### src/rtl/data_path_pkg.sv
// Shared constants and types for the single-bus datapath slice.
// Optional ALU add function is enabled with DATAPATH_ALU_ADD_EN.
package data_path_pkg;

    localparam int DATA_W = 32;
    localparam int SEL_W  = 7;

    // Bit positions of the bus drive selects; a higher index wins when several are set.
    localparam int SEL_R3  = 0;
    localparam int SEL_R2  = 1;
    localparam int SEL_R1  = 2;
    localparam int SEL_PC  = 3;
    localparam int SEL_ZHI = 4;
    localparam int SEL_ZLO = 5;
    localparam int SEL_MDR = 6;

    typedef enum logic [2:0] {
        SRC_NONE,
        SRC_MDR,
        SRC_ZLO,
        SRC_ZHI,
        SRC_PC,
        SRC_R1,
        SRC_R2,
        SRC_R3
    } bus_src_e;

    typedef logic [2*DATA_W-1:0] product_t;

    function automatic bus_src_e pick_source(input logic [SEL_W-1:0] sel);
        if (sel[SEL_MDR])      return SRC_MDR;
        else if (sel[SEL_ZLO]) return SRC_ZLO;
        else if (sel[SEL_ZHI]) return SRC_ZHI;
        else if (sel[SEL_PC])  return SRC_PC;
        else if (sel[SEL_R1])  return SRC_R1;
        else if (sel[SEL_R2])  return SRC_R2;
        else if (sel[SEL_R3])  return SRC_R3;
        else                   return SRC_NONE;
    endfunction

endpackage

### src/rtl/data_path_if.sv
// Control/observation bundle between the control unit (master) and the datapath (slave).
// The ADD strobe exists only when DATAPATH_ALU_ADD_EN is defined.
interface data_path_if;
    import data_path_pkg::*;

    logic [DATA_W-1:0] Mdatain;
    logic              MD_read;
    logic              MDRin, MARin, PCin, IRin, Yin;
    logic              R1in, R2in, R3in;
    logic              Zlowin, Zhighin;
    logic              IncPC;
`ifdef DATAPATH_ALU_ADD_EN
    logic              ADD;
`endif
    logic              PCout, MDRout, Zlowout, Zhighout, R1out, R2out, R3out;
    logic [DATA_W-1:0] BusMuxOut;
    logic [DATA_W-1:0] MAR_q, IR_q, PC_q;

    modport master (
`ifdef DATAPATH_ALU_ADD_EN
        output ADD,
`endif
        output Mdatain, MD_read,
        output MDRin, MARin, PCin, IRin, Yin, R1in, R2in, R3in, Zlowin, Zhighin,
        output IncPC,
        output PCout, MDRout, Zlowout, Zhighout, R1out, R2out, R3out,
        input  BusMuxOut, MAR_q, IR_q, PC_q
    );

    modport slave (
`ifdef DATAPATH_ALU_ADD_EN
        input  ADD,
`endif
        input  Mdatain, MD_read,
        input  MDRin, MARin, PCin, IRin, Yin, R1in, R2in, R3in, Zlowin, Zhighin,
        input  IncPC,
        input  PCout, MDRout, Zlowout, Zhighout, R1out, R2out, R3out,
        output BusMuxOut, MAR_q, IR_q, PC_q
    );

endinterface

### src/rtl/data_path_dp_reg.sv
// Load-enable register with synchronous active-low clear; clear beats the enable.
module dp_reg
    import data_path_pkg::*;
#(
    parameter int W = DATA_W
) (
    input  logic         clock,
    input  logic         clear,
    input  logic         en,
    input  logic [W-1:0] d,
    output logic [W-1:0] q
);

    logic [W-1:0] val_d, val_q;

    always_comb begin
        val_d = val_q;
        if (en) val_d = d;
    end

    always_ff @(posedge clock) begin
        if (!clear) val_q <= '0;
        else        val_q <= val_d;
    end

    assign q = val_q;

endmodule

### src/rtl/data_path.sv
// Single-bus CPU datapath: priority bus mux, increment/signed-multiply ALU and register file.
// Defining DATAPATH_ALU_ADD_EN adds a Y+bus ALU function selected by ADD.
module data_path
    import data_path_pkg::*;
(
    input  logic       clock,
    input  logic       clear,
    data_path_if.slave dp
);

    logic [DATA_W-1:0] pc_q, ir_q, mar_q, mdr_q, y_q, zhi_q, zlo_q, r1_q, r2_q, r3_q;
    logic [DATA_W-1:0] bus;
    logic [DATA_W-1:0] mdr_d;
    logic [SEL_W-1:0]  drive_sel;
    bus_src_e          bus_src;
    product_t          alu_result;

    always_comb begin
        drive_sel          = '0;
        drive_sel[SEL_MDR] = dp.MDRout;
        drive_sel[SEL_ZLO] = dp.Zlowout;
        drive_sel[SEL_ZHI] = dp.Zhighout;
        drive_sel[SEL_PC]  = dp.PCout;
        drive_sel[SEL_R1]  = dp.R1out;
        drive_sel[SEL_R2]  = dp.R2out;
        drive_sel[SEL_R3]  = dp.R3out;
        bus_src            = pick_source(drive_sel);
        bus                = '0;
        case (bus_src)
            SRC_MDR: bus = mdr_q;
            SRC_ZLO: bus = zlo_q;
            SRC_ZHI: bus = zhi_q;
            SRC_PC:  bus = pc_q;
            SRC_R1:  bus = r1_q;
            SRC_R2:  bus = r2_q;
            SRC_R3:  bus = r3_q;
            default: bus = '0;
        endcase
    end

    // Low half of the product of sign-extended operands equals the signed 64-bit product.
    always_comb begin
        alu_result = {{DATA_W{y_q[DATA_W-1]}}, y_q} * {{DATA_W{bus[DATA_W-1]}}, bus};
`ifdef DATAPATH_ALU_ADD_EN
        if (dp.ADD) alu_result = {{DATA_W{1'b0}}, y_q + bus};
`endif
        if (dp.IncPC) alu_result = {{DATA_W{1'b0}}, bus + DATA_W'(1)};
    end

    always_comb begin
        mdr_d = bus;
        if (dp.MD_read) mdr_d = dp.Mdatain;
    end

    dp_reg #(.W(DATA_W)) u_pc  (.clock(clock), .clear(clear), .en(dp.PCin),    .d(bus),   .q(pc_q));
    dp_reg #(.W(DATA_W)) u_ir  (.clock(clock), .clear(clear), .en(dp.IRin),    .d(bus),   .q(ir_q));
    dp_reg #(.W(DATA_W)) u_mar (.clock(clock), .clear(clear), .en(dp.MARin),   .d(bus),   .q(mar_q));
    dp_reg #(.W(DATA_W)) u_mdr (.clock(clock), .clear(clear), .en(dp.MDRin),   .d(mdr_d), .q(mdr_q));
    dp_reg #(.W(DATA_W)) u_y   (.clock(clock), .clear(clear), .en(dp.Yin),     .d(bus),   .q(y_q));
    dp_reg #(.W(DATA_W)) u_r1  (.clock(clock), .clear(clear), .en(dp.R1in),    .d(bus),   .q(r1_q));
    dp_reg #(.W(DATA_W)) u_r2  (.clock(clock), .clear(clear), .en(dp.R2in),    .d(bus),   .q(r2_q));
    dp_reg #(.W(DATA_W)) u_r3  (.clock(clock), .clear(clear), .en(dp.R3in),    .d(bus),   .q(r3_q));
    dp_reg #(.W(DATA_W)) u_zlo (.clock(clock), .clear(clear), .en(dp.Zlowin),
                                .d(alu_result[DATA_W-1:0]), .q(zlo_q));
    dp_reg #(.W(DATA_W)) u_zhi (.clock(clock), .clear(clear), .en(dp.Zhighin),
                                .d(alu_result[2*DATA_W-1:DATA_W]), .q(zhi_q));

    assign dp.BusMuxOut = bus;
    assign dp.MAR_q     = mar_q;
    assign dp.IR_q      = ir_q;
    assign dp.PC_q      = pc_q;

endmodule

### src/flat_wrapper.sv
// flat-port wrapper written by rule: the top's interface ports become plain ports
module data_path_flat import data_path_pkg::*;
  (clock, clear, dp_Mdatain, dp_MD_read, dp_MDRin, dp_MARin, dp_PCin, dp_IRin, dp_Yin, dp_R1in, dp_R2in, dp_R3in, dp_Zlowin, dp_Zhighin, dp_IncPC, dp_PCout, dp_MDRout, dp_Zlowout, dp_Zhighout, dp_R1out, dp_R2out, dp_R3out, dp_BusMuxOut, dp_MAR_q, dp_IR_q, dp_PC_q);
  data_path_if dp_i ();
  input  logic clock;
  input  logic clear;
  input wire logic [$bits(dp_i.Mdatain)-1:0] dp_Mdatain;
  input wire logic [$bits(dp_i.MD_read)-1:0] dp_MD_read;
  input wire logic [$bits(dp_i.MDRin)-1:0] dp_MDRin;
  input wire logic [$bits(dp_i.MARin)-1:0] dp_MARin;
  input wire logic [$bits(dp_i.PCin)-1:0] dp_PCin;
  input wire logic [$bits(dp_i.IRin)-1:0] dp_IRin;
  input wire logic [$bits(dp_i.Yin)-1:0] dp_Yin;
  input wire logic [$bits(dp_i.R1in)-1:0] dp_R1in;
  input wire logic [$bits(dp_i.R2in)-1:0] dp_R2in;
  input wire logic [$bits(dp_i.R3in)-1:0] dp_R3in;
  input wire logic [$bits(dp_i.Zlowin)-1:0] dp_Zlowin;
  input wire logic [$bits(dp_i.Zhighin)-1:0] dp_Zhighin;
  input wire logic [$bits(dp_i.IncPC)-1:0] dp_IncPC;
  input wire logic [$bits(dp_i.PCout)-1:0] dp_PCout;
  input wire logic [$bits(dp_i.MDRout)-1:0] dp_MDRout;
  input wire logic [$bits(dp_i.Zlowout)-1:0] dp_Zlowout;
  input wire logic [$bits(dp_i.Zhighout)-1:0] dp_Zhighout;
  input wire logic [$bits(dp_i.R1out)-1:0] dp_R1out;
  input wire logic [$bits(dp_i.R2out)-1:0] dp_R2out;
  input wire logic [$bits(dp_i.R3out)-1:0] dp_R3out;
  output wire logic [$bits(dp_i.BusMuxOut)-1:0] dp_BusMuxOut;
  output wire logic [$bits(dp_i.MAR_q)-1:0] dp_MAR_q;
  output wire logic [$bits(dp_i.IR_q)-1:0] dp_IR_q;
  output wire logic [$bits(dp_i.PC_q)-1:0] dp_PC_q;
  assign dp_i.Mdatain = dp_Mdatain;
  assign dp_i.MD_read = dp_MD_read;
  assign dp_i.MDRin = dp_MDRin;
  assign dp_i.MARin = dp_MARin;
  assign dp_i.PCin = dp_PCin;
  assign dp_i.IRin = dp_IRin;
  assign dp_i.Yin = dp_Yin;
  assign dp_i.R1in = dp_R1in;
  assign dp_i.R2in = dp_R2in;
  assign dp_i.R3in = dp_R3in;
  assign dp_i.Zlowin = dp_Zlowin;
  assign dp_i.Zhighin = dp_Zhighin;
  assign dp_i.IncPC = dp_IncPC;
  assign dp_i.PCout = dp_PCout;
  assign dp_i.MDRout = dp_MDRout;
  assign dp_i.Zlowout = dp_Zlowout;
  assign dp_i.Zhighout = dp_Zhighout;
  assign dp_i.R1out = dp_R1out;
  assign dp_i.R2out = dp_R2out;
  assign dp_i.R3out = dp_R3out;
  assign dp_BusMuxOut = dp_i.BusMuxOut;
  assign dp_MAR_q = dp_i.MAR_q;
  assign dp_IR_q = dp_i.IR_q;
  assign dp_PC_q = dp_i.PC_q;
  data_path u_core (.clock(clock), .clear(clear), .dp(dp_i));
endmodule
### config.mk
export PLATFORM = sky130hd
export DESIGN_NAME = data_path_flat
export DESIGN_NICKNAME = d
export VERILOG_FILES = /design/src/rtl/data_path_pkg.sv /design/src/rtl/data_path_if.sv /design/src/rtl/data_path_dp_reg.sv /design/src/rtl/data_path.sv /design/src/flat_wrapper.sv
export SDC_FILE = /design/constraint.sdc
export NUM_CORES = 2
export LEC_CHECK = 0
export ABC_AREA = 1
export BUFFER_PORTS_ARGS = -buffer_cell sky130_fd_sc_hd__buf_2
export CELL_PAD_IN_SITES_DETAIL_PLACEMENT = 0
export CELL_PAD_IN_SITES_GLOBAL_PLACEMENT = 1
export CORE_MARGIN = 3
export CORE_UTILIZATION = 33
export CTS_CLUSTER_DIAMETER = 150
export DETAILED_ROUTE_END_ITERATION = 6
export GPL_ROUTABILITY_DRIVEN = 0
export PLACE_DENSITY_LB_ADDON = 0.2
export SETUP_SLACK_MARGIN = 0.15
export SLEW_MARGIN = 20
export SYNTH_ARGS = -nofsm -noshare
export SYNTH_HDL_FRONTEND = slang
export SYNTH_HIERARCHICAL = 1
export SYNTH_SLANG_ARGS = --single-unit
### constraint.sdc
create_clock -name clock -period 32.1 [get_ports clock]
set_input_delay 6.42 -clock clock [delete_from_list [all_inputs] [get_ports clock]]
set_output_delay 6.42 -clock clock [all_outputs]
set_load 0.03 [all_outputs]
==> impl_metrics.csv <==
group,metric,value,unit
outcome,status,"finished, final reports clean",
sta,fin_skew,0.0524,ns
sta,setup-tns-final,0,ns
sta,fmax,59.5,MHz
logic_synthesis,syn_nets,8407,
sta,tightest_slew,1.07,ns
logic_synthesis,ys.flop_type,"dfxtp_1",
sta,setup_viol,0,
worst_setup_path,crit_path_end_kind,"flop",
worst_setup_path,r2r_cells,33,
worst_setup_path,start_kind,"input port",
floorplan,die_y,407,µm
layout,layout-drive-gt1-share,0.0618,
sta,timing.final.hold_violations,0,
global_routing,met1_usage,0.351,
clock_tree,path_clk_slew,0.06,ns
sta,period_share,0.524,
clock_tree,numCtsBuffers,43,
logic_synthesis,yosysTopAreaCellShare,0.408,
sta,maxSlewViolCount,0,
floorplan,rows,146,
power,power_density,72.4,nW/µm²
clock_tree,cts.path.max_buffers,3,
worst_setup_path,path_class,"in2reg",
worst_setup_path,reg2reg_from,"u_core/u_zhi/q[11]",
floorplan,core_area,159000,µm²
global_routing,grt.overflow.total,0,
logic_synthesis,ys_types,51,
place,dp_hpwl,159000,µm
sta,min_period,16.81,ns
global_routing,met2_usage,0.408,
global_routing,globalRouteMet3Util,0.0230,
clock_tree,ctsResizeCount,0,
worst_setup_path,crit_path_max_fanout,34,
global_routing,grt.busiest_layer,"met2",
clock_tree,clkSinkCount,320,
run,drv_cap,0,
logic_synthesis,yosys-top-cells-area,"fa_1, dfxtp_1, nand2_1",
worst_setup_path,max_stage_delay,0.84,ns
detailed_routing,drtIter0Drc,3503,
clock_tree,root_buffer,"clkbuf_16",
logic_synthesis,syn_inst,7087,
global_routing,grt_use_total,0.249,
power,ir_drop,0.0000799,V
logic_synthesis,avgSynthCellArea,7.50,µm²
global_routing,grt_first_pass_wirelength,309000,µm
clock_tree,worst_skew_pair.late_latency,0.67,ns
detailed_routing,routedWlPerCell,22.2,µm
clock_tree,cts.htree.levels,2,
logic_synthesis,synthMostInstantiatedCell,"nand2_1",
worst_hold_path,min_to,"u_core/u_mar/q[10]",
worst_setup_path,worst-r2r-setup-slack,22.27,ns
logic_synthesis,ys_seq_area_frac,0.121,
logic_synthesis,yosys_warnings,6,
logic_synthesis,synthArstFlopShare,0,
layout,syn_to_final_growth,7.54,%
place,placed_cells,9205,
floorplan,initial_core_util,0.334,
worst_hold_path,hold_path.class,"reg2reg",
clock_tree,cts_tree,"built",
logic_synthesis,synth_top_cells_by_count,"nand2_1, inv_1, nor2_1, fa_1, dfxtp_1",
floorplan,die_w,407,µm
detailed_routing,first_pass_iters,5,
clock_tree,cts_setup_buffers,0,
floorplan,die_area,166000,µm²
worst_setup_path,critPathSlowestCell,"fa_1",
detailed_routing,drc,0,
worst_setup_path,cp_num_buf_inv,12,
worst_setup_path,required,32.69,ns
layout,fillers,17200,
detailed_routing,viasPerCell,4.81,
sta,max_slew_margin,0.282,
detailed_routing,totalWireLength,206000,µm
logic_synthesis,synth.largest_area_cell,"fa_1",
detailed_routing,postRouteAntennaNets,0,
worst_setup_path,reg2reg_to,"u_core/u_zhi/q[26]",
logic_synthesis,synth_seq_cells,320,
floorplan,pin_count,181,
logic_synthesis,syn-cell-area,53100,µm²
worst_hold_path,hp-start,"u_core/u_mar/q[10]",
clock_tree,ctsHoldBuffers,0,
worst_setup_path,cp_top_family,"adder cells",
layout,final_net_count,8424,
global_routing,antenna_found_initial,12,
sta,rsz0062_at_grt,"no",
place,portBuffers,180,
detailed_routing,vias,44700,
worst_hold_path,whs_path_depth,2,
global_routing,grt_max_degree,164,
layout,ff_latch_area,6410,µm²
worst_setup_path,arrival,17.40,ns
power,finalPower,4130,µW
power,p_leak,0.0290,µW
layout,multi_input_area,39000,µm²
logic_synthesis,synth_edf_count,0,
layout,fin_cells,9285,
global_routing,grt_pass1_vias,46600,
where the power goes:
group	switching, µW	internal, µW
registers	37.5	445
logic	2090	1060
clock network	222	283
metal layers:
layer	vias to the layer above	routed length, µm
met3	268	10500
met4	0	6920
li1	20400	-
met1	22800	93500
met5	-	0
met2	1244	94900
placed cells by master (no fill, tap or decap), types with 43 or more instances in the layout:
cell type     n
a21oi_1     115
nor2_1     1415
o21ai_0     132
ha_1        185
dfxtp_1     319
clkbuf_16    43
buf_2       179
inv_1      1510
nand2_1    1600
buf_4       119
nand4_1      63
nand3_1     115
fa_1       1082
flip-flops by register name, indices dropped and copies added (netlist names):
name	count
u_core/u_r2/q	32
u_core/u_ir/q	32
u_core/u_zlo/q	32
u_core/u_pc/q	32
u_core/u_zhi/q	32
u_core/u_mdr/q	32
u_core/u_r3/q	32
u_core/u_y/q	32
u_core/u_r1/q	32
u_core/u_mar/q	32
stage by stage:
stage	cell area [µm²]	worst slack [ns]	util	hold slack, ns
finish	57100	15.29	0.359	0.468
global route	57100	14.46	0.359	0.484
CTS	57100	15.43	0.359	0.471
detailed placement	55700	14.76	0.350	0.461
global placement	55700	14.80	0.350	0.455
floorplan	53100	17.22	-	0.447
tightest hold or removal path, stage by stage, from the launching register on:
cell	delay, ns
dfxtp_1	0.31
nor2_1	0.08
nor2_1	0.05
cells by family (layout without fill, tap and decap cells):
kind of cell | after synthesis | count (layout) | synth area share
simple gates | 3279 | 3279 | 0.244
flops | 320 | 320 | 0.121
other cells | 0 | 1 | 0
fa+ha+maj | 1267 | 1267 | 0.451
xor+xnor | 40 | 40 | 0.00659
buf+inv | 1872 | 1923 | 0.146
compound gates | 309 | 309 | 0.0317
layout make-up:
class,instances,area share
Sequential cell,320,0.112
Timing Repair Buffer,301,0.0323
Multi-Input combinational cell,4895,0.683
Clock buffer,64,0.0214
Inverter,1543,0.101
Clock inverter,15,0.00304
Tap cell,2146,0.0470
Antenna cell,1,0.0000438
how the worst max path moves through the flow:
stage | start | endpoint | slack [ns] | cells after the start
finish | dp_MDRout | u_core/u_zhi/q[27] | 15.29 | 39
global route | dp_MDRout | u_core/u_zhi/q[27] | 14.46 | 41
CTS | dp_MDRout | u_core/u_zhi/q[27] | 15.43 | 39
detailed placement | dp_MDRout | u_core/u_zhi/q[27] | 14.76 | 39
global placement | dp_MDRout | u_core/u_zhi/q[26] | 14.80 | 34
floorplan | dp_MDRout | u_core/u_zhi/q[27] | 17.22 | 39
(Power assumes the default switching activity.)
